<file path="src/rtl/parallel_to_serial.sv">
// rtl/parallel_to_serial.sv - captures a parallel word and streams it out as COUNT chunks
// Define P2S_LSB_FIRST_EN to emit the least-significant chunk first (default: MSB first).
module parallel_to_serial #(
  parameter int DATA_SIZE = 8,
  parameter int WIDTH     = 32,
  parameter int COUNT     = 4
) (
  input  logic                 clk,
  input  logic                 rst,
  input  logic                 load,
  input  logic [WIDTH-1:0]     D,
  output logic                 ready,
  input  logic                 en,
  output logic [DATA_SIZE-1:0] Q,
  output logic                 valid,
  output logic                 busy,
  output logic                 done
);

  localparam int SW = COUNT * DATA_SIZE;
  localparam int CW = $clog2(COUNT) + 1;

  typedef enum logic {IDLE, SHIFT} state_t;

  state_t               r_state;
  logic [SW-1:0]        r_sreg;
  logic [CW-1:0]        r_cnt;
  logic                 r_done;
  logic [SW-1:0]        w_shifted;
  logic [DATA_SIZE-1:0] w_chunk;

`ifdef P2S_LSB_FIRST_EN
  assign w_chunk   = r_sreg[DATA_SIZE-1:0];
  assign w_shifted = r_sreg >> DATA_SIZE;
`else
  assign w_chunk   = r_sreg[SW-1 -: DATA_SIZE];
  assign w_shifted = r_sreg << DATA_SIZE;
`endif

  always_ff @(posedge clk) begin
    if (rst) begin
      r_state <= IDLE;
      r_sreg  <= '0;
      r_cnt   <= '0;
      r_done  <= 1'b0;
    end else begin
      r_done <= 1'b0;
      case (r_state)
        IDLE: begin
          if (load) begin
            r_sreg  <= D[SW-1:0];
            r_cnt   <= CW'(COUNT);
            r_state <= SHIFT;
          end
        end
        SHIFT: begin
          // en=0 stalls: every register holds so Q stays stable
          if (en) begin
            r_sreg <= w_shifted;
            r_cnt  <= r_cnt - CW'(1);
            if (r_cnt == CW'(1)) begin
              r_state <= IDLE;
              r_done  <= 1'b1;
            end
          end
        end
        default: r_state <= IDLE;
      endcase
    end
  end

  assign valid = (r_state == SHIFT);
  assign busy  = (r_state == SHIFT);
  assign ready = (r_state == IDLE);
  assign done  = r_done;
  assign Q     = valid ? w_chunk : '0;

endmodule

</file>
<file path="config.mk">
export PLATFORM = sky130hd
export DESIGN_NAME = parallel_to_serial
export DESIGN_NICKNAME = d
export VERILOG_FILES = /design/src/rtl/parallel_to_serial.sv
export SDC_FILE = /design/constraint.sdc
export NUM_CORES = 1
export LEC_CHECK = 0
export BUFFER_PORTS_ARGS = -buffer_cell sky130_fd_sc_hd__buf_2
export CORE_ASPECT_RATIO = 1.1
export CORE_MARGIN = 2
export CORE_UTILIZATION = 46
export DETAILED_ROUTE_END_ITERATION = 10
export PLACE_DENSITY_LB_ADDON = 0.12
export SETUP_SLACK_MARGIN = 0.5
export SKIP_LAST_GASP = 1
export SLEW_MARGIN = 30
export SYNTH_ARGS = -nofsm -noshare
export SYNTH_HDL_FRONTEND = slang
export SYNTH_SLANG_ARGS = --single-unit
</file>
<file path="constraint.sdc">
create_clock -name clk -period 1.1 [get_ports clk]
set_input_delay 0.22 -clock clk [delete_from_list [all_inputs] [get_ports clk]]
set_output_delay 0.22 -clock clk [all_outputs]
set_load 0.1 [all_outputs]
</file>
; ---- Word-level counts from Yosys, hierarchy flattened
; Cells that the tools add are included.
; Widths: inputs -> output; s select.
[word_totals]
register_bits = 37
inputBits = 36
out_inout_bits = 12
[op_classes]
addsub = 1
n_eq_ne = 3
mux = 12
n_bitwise = 2
reduce_logical = 2
[ops]
columns = operator, n
row1 = $mux 32, 2
row2 = $pmux 32 s2, 1
row3 = $mux 8, 1
row4 = $mux 3, 2
row5 = $pmux 3 s2, 1
row6 = $mux 1, 4
row7 = $ne 2x2->1 const B, 2
row8 = $eq 3x1->1 const B, 1
row9 = $reduce_or 3->1, 1
row10 = $sub 3x1->3 const B, 1
row11 = $not 1->1, 2
row12 = $pmux 1 s2, 1
row13 = $reduce_and 2->1, 1

; ---- Longest topological paths before layout
[depth]
depth_word = 4
mapped_depth = 5
ltp_nobuf = 5

; ---- Least setup slack after synthesis
; Ideal clock, no wire load.
[synth_timing]
kind = register -> output
from = reg r_state, in the netlist busy
to = out Q[0]
arrival_ps = 2234
required_time_ps = 880
setup_slack_ps = -1354
path_stages_with_launch = 4
path_buffers = 2
cell_sequence = dfxtp_1 -> buf_6 -> buf_2 -> and2_1
[synth_via]
elab_chain_cells = 1
[synth_rtl]
columns = element, line
row1 = "start, declared", 25  ; state_t r_state;
row2 = "start signal, assigned", 42  ; r_state <= IDLE;
row3 = "start signal, assigned", 53  ; r_state <= SHIFT;
row4 = "start signal, assigned", 62  ; r_state <= IDLE;
row5 = $mux 8, 76  ; assign Q = valid ? w_chunk : '0;
row6 = "end, declared", 14  ; output logic [DATA_SIZE-1:0] Q,
; Every way passes these cells.

; ---- Final worst setup path
[layout_timing]
from = reg r_state, in the netlist busy
to = out Q[2]
; Same word-level chain as after synthesis.

==> flow_summary.yaml <==
place:
  gp_congestion: 0.785
  placed_area_um2: 2290
  detailedPlace.worstSlack_ns: -0.102
  io_buffer_count: 47
  place.detailed.hpwl_um: 2810
logic_synthesis:
  seq_area_frac_synth_pct: 42.9
  synth_largest_area_cell: "dfxtp_1"
  synth_enable_flop_cells: 0
  synth-async-reset-ratio_pct: 0
  ys_warn_count: 0
  yosys-top-cells-area: "dfxtp_1, mux2i_1, a211oi_2, nor2_1, a211oi_1"
  netlist_area_um2: 1730
  avgSynthCellArea_um2: 10.1
  postSynthCellCount: 170
  synth_fp_nets: 208
  synth_top_area_share_pct: 42.9
  post_synth_num_cell_types: 25
  yosys_most_used_dff: "dfxtp_1"
  ys_seq_elements: 37
detailed_routing:
  wl_per_cell_um: 15.4
  detail_route.iter0.violations: 73
  vias_per_cell: 5.28
  ant_nets: 0
  m1WireLength_um: 1800
  wl_met2_um: 2330
  dr_total_vias: 1499
  drtPass1Iterations: 4
  top_signal_layer_used: "met4"
  route.detailed.drc: 0
  wire_length_on_met3_um: 166
  detail_route.wirelength_um: 4380
power:
  post-layout-total-power_mw: 3.83
  power.leakage_nw: 1.12
  total_switching_power_mw: 1.13
  clock_group_share_of_total_power_pct: 31.7
  power_density_of_the_placed_cells_nw_per_um2: 1390
  relative_contribution_of_combinational_cells_to_total_power_pct: 27.9
  cellInternalPower_mw: 2.70
  seq_power_share_pct: 40.5
  power.ir.vdd_worst_mv: 0.837
  sw_frac_of_total_pct: 29.5
timing:
  finalSetupViolCount: 47
  setup-tns-final_ns: -9.32
  report.final.slew_viol_count: 0
  timing.final.ws_setup_ns: -0.247
  max_slew_margin_pct: 78.3
  worst_slew_pin_tran_ns: 0.326
  min_period_over_period_pct: 122
  endpoints_failing_hold: 0
  fin_skew_ns: 0.00288
  final_period_minus_worst_setup_slack_ns: 1.35
  final_worst_hold_slack_ns: 0.178
  achievable-frequency_mhz: 742
  rsz_0062_raised_after_global_routing: "true"
setup_path:
  cpLargestDelayFamily: "flip-flops"
  path_cells: "buf_8 -> and2_4 -> buf_12"
  start_kind: "flip-flop"
  worst_ep_required_time_ns: 0.88
  crit_path_end_kind: "output pin"
  reg2reg_slack_ns: -0.24
  path_buf_inv: 2
  cp_slowest_stage_delay_ns: 0.38
  cp_data_arrival_time_ns: 1.13
  max_fo_critical_path: 10
  slowest_stage: "dfxtp_4"
  crit_type: "reg -> out"
floorplanning:
  ios: 48
  die_h_um: 68.2
  fp.dieArea_um2: 4260
  core_region_area_um2: 3630
  number_of_cell_rows: 23
  die_x_um: 62.4
  floorplan.initialDensity_pct: 47.6
clock_network:
  cts_sinks: 37
  max-clock-path-buffers: 2
  clkSlewWorstSetupHoldPaths_ns: 0.07
  total_cts_buffers: 5
  insertion_delay_ns: 0.29
  clk_tree_root_cell: "clkbuf_8"
  cts-htree-levels: 2
  clock_tree_from_tritoncts: "built"
run_status:
  outcome: "complete, but fails checks"
  violated_checks: "negative setup slack"
grt:
  grt_use_total_pct: 20.0
  vias_in_the_first_global_route: 1447
  global_route_wire_length_before_repair_um: 6630
  antenna_found_initial: 0
  gr-total-overflow: 0
  grt_max_degree: 25
job:
  max_cap_viol_count: 0
final_layout:
  multi_input_comb_area_um2: 1110
  num_antenna_cells: 0
  finalInstanceArea_um2: 2760
  final.fill_count: 245
  nNetsFinal: 271
  post_route_cells_drive_above_1_share_pct: 62.8
  seqCellArea_um2: 748
  area.growth.synth_to_final_pct: 59.9
min_path:
  hold_path.class: "in -> reg"
## power groups by stage
| stage | combinational [mW] | sequential [mW] | clock [mW] |
|---|---|---|---|
| 6_report | 1.07 | 1.55 | 1.21 |
| 5_1_grt | 1.13 | 1.56 | 1.30 |
| 4_1_cts | 0.942 | 1.53 | 1.24 |
| 3_5_place_dp | 0.847 | 1.55 | 0 |
| 3_3_place_gp | 0.823 | 1.54 | 0 |
| 2_1_floorplan | 0.601 | 1.55 | 0 |
## repair_timing
item / 4_1_cts / 5_1_grt
gates resized for setup: 33 / 29
cloned: 0 / 4
hold buffers: 0 / 0
hold endpoints to repair: 0 / 0
pin swaps: 1 / 3
setup endpoints to repair: 49 / 49
buffers inserted: 6 / 0
## worst reg2reg max path, stage by stage (launching register included)
cell and delay, ns:
dfxtp_4 0.38, buf_6 0.11, mux2_4 0.38, clkbuf_16 0.19
a211oi_2 0.19
## final timing paths
path / end / cells after the start / start
max: Q[2] / 3 / busy$_SDFF_PP0_
min reg2reg: r_cnt[1]$_SDFFE_PP0P_ / 2 / r_cnt[1]$_SDFFE_PP0P_
max reg2reg: r_sreg[19]$_SDFFE_PP0P_ / 4 / busy$_SDFF_PP0_
min: r_sreg[4]$_SDFFE_PP0P_ / 3 / D[4]
## state kept, by name, indices dropped and copies added, names as in the netlist
name	count
done	1
r_cnt	3
busy	1
r_sreg	32
## final cells by class
| class | instances | area share, % |
|---|---|---|
| sequential | 37 | 27.1 |
| clock inverter | 1 | 1.09 |
| multi-input combinational | 115 | 40.1 |
| clock buffer | 7 | 3.13 |
| tap | 50 | 2.27 |
| timing repair buffer | 71 | 25.7 |
| inverter | 3 | 0.544 |
## placed cells by master (no fill, tap or decap), types with 3 or more instances in the layout
master / netlist / layout
buf_6: 4 / 3
a22oi_2: 0 / 4
buf_2: 3 / 35
buf_4: 2 / 12
dfxtp_1: 37 / 35
buf_12: 0 / 15
and2_4: 0 / 8
nor2_2: 1 / 13
buf_8: 1 / 4
clkbuf_8: 0 / 6
a22oi_1: 8 / 4
a211oi_2: 14 / 22
nor2_4: 0 / 11
mux2i_1: 25 / 23
nor2_1: 33 / 10
## metal layers
metal	vias to the layer above	GRT usage [%]
li1	731	-
met1	720	22.6
met2	37	37.2
met3	11	4.93
met4	0	7.22
met5	-	0
## cell families after synthesis
family / count (synthesis) / synth area share [%]
and+or+nand+nor: 50 / 12.9
muxes: 27 / 16.2
adders and majority gates: 2 / 1.45
buffers and inverters: 18 / 6.96
AOI/OAI and AO/OA: 36 / 19.5
DFF: 37 / 42.9
## synthesized netlist by cell type (3+ instances only)
cell type	n
buf_6	4
a211oi_2	14
inv_1	3
a211oi_1	10
nor2_1	33
nand2_1	3
mux2i_1	25
and2_1	8
a22oi_1	8
clkbuf_1	4
buf_2	3
dfxtp_1	37
## metrics by stage
step / utilization [%] / std cells
finish: 76.1 / 284
global route: 76.1 / 284
CTS: 70.7 / 280
detailed placement: 63.0 / 266
global placement: 63.0 / 266
floorplan: - / 170
Note: power is estimated with default switching activity, not from simulation.
